[config.mk]
export PLATFORM = sky130hd
export DESIGN_NAME = snake_body
export DESIGN_NICKNAME = d
export VERILOG_FILES = /design/src/rtl/snake_body.sv
export SDC_FILE = /design/constraint.sdc
export NUM_CORES = 1
export LEC_CHECK = 0
export CAP_MARGIN = 20
export CORE_UTILIZATION = 68
export CTS_CLUSTER_SIZE = 40
export DETAILED_ROUTE_END_ITERATION = 10
export MAX_ROUTING_LAYER = met4
export PLACE_DENSITY = 0.87
export SYNTH_ARGS = -nofsm -noshare
export SYNTH_HDL_FRONTEND = slang
export SYNTH_SLANG_ARGS = --single-unit
[constraint.sdc]
create_clock -name i_Clk -period 23.9 [get_ports i_Clk]
set_input_delay 4.78 -clock i_Clk [delete_from_list [all_inputs] [get_ports i_Clk]]
set_output_delay 4.78 -clock i_Clk [all_outputs]
set_load 0.01 [all_outputs]
[src/rtl/snake_body.sv]
// snake_body: snake segment store with wall/self collision and occupancy query.
// Optional feature macro: SNAKE_WRAP_EN (toroidal grid, no wall death).
// seg[0] is the head; only seg[0..len-1] are valid.
module snake_body #(
    parameter int MAX_LEN   = 32,
    parameter int INIT_LEN  = 3,
    parameter int GRID_ROWS = 30,
    parameter int GRID_COLS = 40,
    parameter int START_X   = 15,
    parameter int START_Y   = 20
) (
    input  logic       i_Clk,
    input  logic       i_Rst,
    input  logic       i_Start,
    input  logic       i_Tick,
    input  logic [5:0] i_New_x,
    input  logic [5:0] i_New_y,
    input  logic       i_Grow,
    input  logic [5:0] i_Qry_x,
    input  logic [5:0] i_Qry_y,
    output logic [5:0] o_Head_x,
    output logic [5:0] o_Head_y,
    output logic [5:0] o_Len,
    output logic       o_Hit,
    output logic       o_Hit_Head,
    output logic       o_Dead,
    output logic       o_Running
);

    typedef enum logic [1:0] {
        ST_IDLE = 2'd0,
        ST_RUN  = 2'd1,
        ST_DEAD = 2'd2
    } state_t;

    state_t     state_r;
    state_t     state_nx_s;
    logic [5:0] seg_x_r [MAX_LEN];
    logic [5:0] seg_y_r [MAX_LEN];
    logic [5:0] len_r;
    logic       hit_r;
    logic       hit_head_r;
    logic       dead_r;
    logic       running_r;

    logic [5:0] new_x_s;
    logic [5:0] new_y_s;
    logic       wall_s;
    logic       self_s;
    logic [5:0] lim_s;
    logic       tick_s;
    logic       collide_s;
    logic       move_s;
    logic       hit_s;

    // Map the proposed head onto the grid (wrap build) or flag it as leaving the grid.
    always_comb begin
        new_x_s = i_New_x;
        new_y_s = i_New_y;
        wall_s  = 1'b0;
`ifdef SNAKE_WRAP_EN
        if (i_New_x == 6'd63) begin
            new_x_s = 6'(GRID_ROWS - 1);
        end else if (i_New_x == 6'(GRID_ROWS)) begin
            new_x_s = 6'd0;
        end else begin
            new_x_s = i_New_x;
        end
        if (i_New_y == 6'd63) begin
            new_y_s = 6'(GRID_COLS - 1);
        end else if (i_New_y == 6'(GRID_COLS)) begin
            new_y_s = 6'd0;
        end else begin
            new_y_s = i_New_y;
        end
`else
        // An upstream -1 arrives as 63 and is caught by the same compare.
        if ((i_New_x >= 6'(GRID_ROWS)) || (i_New_y >= 6'(GRID_COLS))) begin
            wall_s = 1'b1;
        end else begin
            wall_s = 1'b0;
        end
`endif
    end

    // Self collision: the tail cell is free unless the snake grows this move.
    always_comb begin
        lim_s  = i_Grow ? len_r : (len_r - 6'd1);
        self_s = 1'b0;
        for (int i = 0; i < MAX_LEN; i++) begin
            if ((6'(i) < lim_s) && (seg_x_r[i] == new_x_s) && (seg_y_r[i] == new_y_s)) begin
                self_s = 1'b1;
            end else begin
                self_s = self_s;
            end
        end
    end

    // Move qualification; a start in the same cycle drops the tick.
    always_comb begin
        tick_s    = (state_r == ST_RUN) && i_Tick && !i_Start;
        collide_s = tick_s && (wall_s || self_s);
        move_s    = tick_s && !collide_s;
    end

    // Next-state logic for IDLE / RUN / DEAD.
    always_comb begin
        state_nx_s = state_r;
        case (state_r)
            ST_IDLE: begin
                if (i_Start) state_nx_s = ST_RUN;
                else         state_nx_s = ST_IDLE;
            end
            ST_RUN: begin
                if (i_Start)        state_nx_s = ST_RUN;
                else if (collide_s) state_nx_s = ST_DEAD;
                else                state_nx_s = ST_RUN;
            end
            ST_DEAD: begin
                if (i_Start) state_nx_s = ST_RUN;
                else         state_nx_s = ST_DEAD;
            end
            default: state_nx_s = ST_IDLE;
        endcase
    end

    // Occupancy of the queried cell over the valid segments.
    always_comb begin
        hit_s = 1'b0;
        for (int i = 0; i < MAX_LEN; i++) begin
            if ((6'(i) < len_r) && (seg_x_r[i] == i_Qry_x) && (seg_y_r[i] == i_Qry_y)) begin
                hit_s = 1'b1;
            end else begin
                hit_s = hit_s;
            end
        end
    end

    // State register with registered status flags.
    always_ff @(posedge i_Clk) begin
        if (!i_Rst) begin
            state_r   <= ST_IDLE;
            dead_r    <= 1'b0;
            running_r <= 1'b0;
        end else begin
            state_r   <= state_nx_s;
            dead_r    <= (state_nx_s == ST_DEAD);
            running_r <= (state_nx_s == ST_RUN);
        end
    end

    // Segment array and length: load initial pose, or shift in the new head.
    always_ff @(posedge i_Clk) begin
        if (!i_Rst || i_Start) begin
            for (int i = 0; i < MAX_LEN; i++) begin
                if (i < INIT_LEN) begin
                    seg_x_r[i] <= 6'(START_X);
                    seg_y_r[i] <= 6'(START_Y - i);
                end else begin
                    seg_x_r[i] <= 6'd0;
                    seg_y_r[i] <= 6'd0;
                end
            end
            len_r <= 6'(INIT_LEN);
        end else if (move_s) begin
            seg_x_r[0] <= new_x_s;
            seg_y_r[0] <= new_y_s;
            for (int i = 1; i < MAX_LEN; i++) begin
                seg_x_r[i] <= seg_x_r[i-1];
                seg_y_r[i] <= seg_y_r[i-1];
            end
            // The shift already copies the old tail one slot down; growing keeps it.
            if (i_Grow && (len_r < 6'(MAX_LEN))) len_r <= len_r + 6'd1;
            else                                 len_r <= len_r;
        end else begin
            len_r <= len_r;
        end
    end

    // Registered query answers, live in every state so a frozen body still renders.
    always_ff @(posedge i_Clk) begin
        if (!i_Rst) begin
            hit_r      <= 1'b0;
            hit_head_r <= 1'b0;
        end else begin
            hit_r      <= hit_s;
            hit_head_r <= (seg_x_r[0] == i_Qry_x) && (seg_y_r[0] == i_Qry_y);
        end
    end

    assign o_Head_x   = seg_x_r[0];
    assign o_Head_y   = seg_y_r[0];
    assign o_Len      = len_r;
    assign o_Hit      = hit_r;
    assign o_Hit_Head = hit_head_r;
    assign o_Dead     = dead_r;
    assign o_Running  = running_r;

endmodule

## Yosys cells after proc, flatten, opt, wreduce, memory -nomap -nowiden

Memories as Yosys holds them, arrays and structs flattened.
Cells that the tools add are included.

| storage, ports and cells | value |
|---|---|
| register bits | 12 |
| latch bits | 0 |
| bits in writable memories | 384 |
| memory bits (read-only) | 0 |
| logic and storage cells | 555 |
| memories | 2 |

Memories:

| memory | words | width | rd ports | clocked after memory_dff | write ports | RTL line | text |
|---|---|---|---|---|---|---|---|
| seg_x_r | 32 | 6 | 32 | 0 | 32 | 38 | `logic [5:0] seg_x_r [MAX_LEN];` |
| seg_y_r | 32 | 6 | 32 | 0 | 32 | 39 | `logic [5:0] seg_y_r [MAX_LEN];` |

| operators by class | value |
|---|---|
| $add $sub $neg | 2 |
| $mul | 0 |
| div/mod/pow operators | 0 |
| order comparisons | 67 |
| eq/ne operators | 132 |
| shift-type cells | 0 |
| multiplexer cells | 140 |
| bitwise operators | 64 |
| reductions and logical operators | 142 |

Operators by type and width:

| cell | count |
|---|---|
| equality test 6 bit | 128 |
| 2-to-1 mux 6 bit | 65 |
| < comparator 5 x 6 -> 1 bit (first input constant) | 32 |
| logical AND 1 bit | 134 |
| < comparator 4 x 6 -> 1 bit (first input constant) | 16 |
| 2-to-1 mux 1 bit | 71 |
| bitwise OR 1 bit | 64 |
| < comparator 3 x 6 -> 1 bit (first input constant) | 8 |
| < comparator 1 x 6 -> 1 bit (first input constant) | 4 |
| < comparator 2 x 6 -> 1 bit (first input constant) | 4 |
| adder 6 x 1 -> 6 bit (second input constant) | 1 |
| greater-or-equal comparator 6 x 5 -> 1 bit (second input constant) | 1 |
| greater-or-equal comparator 6 bit (second input constant) | 1 |
| < comparator 6 bit (second input constant) | 1 |
| 2-to-1 mux 2 bit | 3 |
| one-hot mux 2 bit (3 select lines) | 1 |
| subtractor 6 x 1 -> 6 bit (second input constant) | 1 |
| equality test 2 x 1 -> 1 bit (second input constant) | 2 |
| equality test 2 bit (second input constant) | 2 |
| zero test 1 bit | 3 |
| logical OR 1 bit | 3 |
| zero test 2 bit | 1 |
| AND reduction 2 bit | 1 |

## Longest topological paths before layout

| logic depth | value |
|---|---|
| depth in word-level cells | 45 |
| gate-level depth with buffers | 16 |

## Worst setup path after synthesis

Ideal clock, no wire load.

| path | value |
|---|---|
| path kind | in2reg |
| from | input i_Grow |
| to | memory seg_x_r[0][0], enable pin |
| library setup time | 764 ps |
| arrival | 15,185 ps |
| data required time | 23,136 ps |
| setup slack | 7,951 ps |
| stages on the path | 10 |
| buffers on the path | 1 |
| cell sequence | buf_2 -> or4_4 -> a211oi_2 -> nor2_1 -> or3_1 -> a31o_1 -> or4_4 -> nor4_1 -> nand2_1 -> nand2_1 |

RTL lines:

| element | RTL line | text |
|---|---|---|
| from (decl) | 18 | `input logic i_Grow,` |
| to (decl) | 38 |  |

==> metrics <==
result of the run=completed; Netlist cell types=60; worst skew pair latency=580 ps; RePlAce Congestion=around 0.97; total track usage=between 40% and 50%; setup violators final=0; maximum buffer depth of the clock tree=3; Synth top area share=approximately 47%; Cells after Synth=around 2200; CTS tree=built; PwrDens=approximately 64 nW/µm²; Syn-to-layout area delta=7.310%; CTS sink cnt=396; Max Clock Skew=around 21 ps; number of global-route vias before repair=~17000; DRC viols=0; DR iter-0 viols=approximately 2400; clk slew on worst S/H paths=about 60 ps; hold buffer count at cts=0; syn_nets=2221; initial antenna violation count=1; area occupied by multi-input gates=~12000 µm²; post-synthesis async set-or-reset flop share=0%; NumNets Final=2179; Register Area=11770 µm²; worst slew pin tran=1198 ps; Crit Path Max Fanout=215; FMAX=between 90 and 100 MHz; vias per cell=approximately 6.7; Tot Pwr=between 1500 and 2000 µW; warnings from Yosys=0; Row Count=between 60 and 70; Root Driver=clkbuf_16; gr ovfl total=0; Crit Path Category=in -> reg; Post-CTS Resized=0; leading area contributor after synthesis=edfxtp_1; setup bufs post-CTS=0; fill cell count=approximately 2300; Post-synth EDFFs=384; die width=around 190 µm; max cap viols=0; pin count of the biggest net entering global routing=216; Post-synth top flop=edfxtp_1; per-instance average area after synthesis=~11 µm²; post-synthesis sequential area ratio=between 40 and 50%; Slew HR=roughly a fifth; RSZ-0062 raised after global routing=no; Final Critical Period=slightly above 10000 ps; Crit path required time=24080 ps; count of state elements after synthesis=around 400; share of cells above drive strength 1=approximately 6.5%; Post-Syn Area=approximately 25000 µm²; core box area=35570 µm²; routed wire length=70660 µm; Critical Path Sink Type=register; Detail Route Antenna Nets=0; buffers added on ports=50; Initial Utilization=69.15%; Startpoint Class=primary input; Lkg Pwr=0.009167 µW; Peak VDD IR=between 0.00006 and 0.00007 V; most common library cells after synthesis=xnor2_1 (562), edfxtp_1 (384), and2_1 (303), xor2_1 (209), nand4_1 (148); Die ar.=between 30000 and 40000 µm²; top-count cell post-synth=xnor2_1; global-route wire length before repair=approximately 110000 µm; fin crit share=a little over two fifths; top post-synthesis cells by area=edfxtp_1 (47%), xnor2_1 (20%), and2_1 (7.7%), xor2_1 (7.4%), nand4_1 (3.8%); WL per Instance=between 20 and 30 µm; Die H=192.2 µm; H-tree lvl count=2; worst hold path class=reg -> reg; WP data arrival=about 10000 ps; setup_tns=0 ps; Post-DP HPWL=roughly 42000 µm; Slew Viols, Final=0; TritonRoute pass-1 iters=6; CTS Buf Count=between 40 and 50; via count=around 18000; # IOs=around 50; Final Hold Fails=0
-- critical path, stage by stage --
cell	delay [ps]
clkdlybuf4s50_1	940
nand2b_1	290
xor2_1	610
o211ai_1	180
a21oi_1	170
o21ai_0	90
or4_1	590
nor4_1	560
nand2_1	230
nand2_4	770
buf_12	830
-- registers in the layout (all words and copies together), names as in the netlist --
name,flops
seg_x_r,192
o_Len,6
state_r,2
seg_y_r,192
o_Dead,1
o_Running,1
o_Hit,1
o_Hit_Head,1
-- layout by cell type (no fill, tap or decap), types with 10 or more instances in the layout --
cell type        count
edfxtp_1           384
dfxtp_1             12
xor2_1             209
clkbuf_16           45
a31oi_1             13
o21ai_0             16
clkbuf_1            11
nand2b_1            25
and3_1              64
a21oi_1             25
buf_2               25
nor4_1              73
clkdlybuf4s50_1     25
nand2_1             19
buf_4               35
xnor2_1            562
and2_1             303
nand4_1            148
clkinv_1            10
nor3_1              36
nor2_1              15
-- metrics by stage --
step	instances	hold slack [ps]	cell area, µm²	setup slack (ps)	util, %
6_report	2644	608.2	26390	13820	74.20
5_1_grt	2644	634.5	26390	13440	74.20
4_1_cts	2642	608.5	26360	13890	74.12
3_5_place_dp	2561	593.6	25040	13310	70.41
3_3_place_gp	2561	559.7	25040	13450	70.41
2_1_floorplan	2189	539.8	24590	7951	-
-- power by group --
part           leakage (µW)  internal [µW]  switching, µW
sequential          0.00430            798           42.4
combinational       0.00422           89.9            123
clock              0.000649            355            279
total               0.00917           1240            444
-- cells by family (layout without fill, tap and decap cells) --
| family | count (synthesis) | in the layout | synth area share, % |
|---|---|---|---|
| compound gates | 114 | 114 | 3.185 |
| xor+xnor | 771 | 771 | 27.46 |
| fa+ha+maj | 3 | 3 | 0.1526 |
| buf+inv | 181 | 174 | 3.352 |
| flops | 396 | 396 | 47.86 |
| other cells | 1 | 2 | 0.01525 |
| simple gates | 723 | 723 | 17.98 |
-- metal layers --
layer / global-route usage [%] / part of all wire [%] / wire length [µm] / vias up
li1: - / - / - / 7557
met1: 51.44 / 37 / 26390 / 8645
met2: 61.44 / 46 / 32760 / 1227
met3: 7.820 / 12 / 8233 / 263
met4: 19.05 / 4.6 / 3270 / 0
met5: - / 0 / 0 / -
-- final timing paths --
| kind | startpoint | to | slack (ps) | depth (start not counted) |
|---|---|---|---|---|
| min | seg_x_r[0][7] | seg_x_r[0][13] | 610 | 1 |
| max | i_Grow | seg_y_r[3][5] | 13820 | 11 |
| min reg2reg | seg_x_r[0][7] | seg_x_r[0][13] | 610 | 1 |
| max reg2reg | o_Len[0] | seg_y_r[3][5] | 17420 | 12 |
-- cell type report --
class,instances,area share [%]
multi-input cells,1612,45.52
flip-flops and latches,396,44.60
clock buffers,59,4.580
repair buffers,87,2.598
well taps,461,2.185
clock inverters,22,0.4219
inverters,6,0.08533
diodes,1,0.009481
Note: power is estimated with default switching activity, not from simulation.
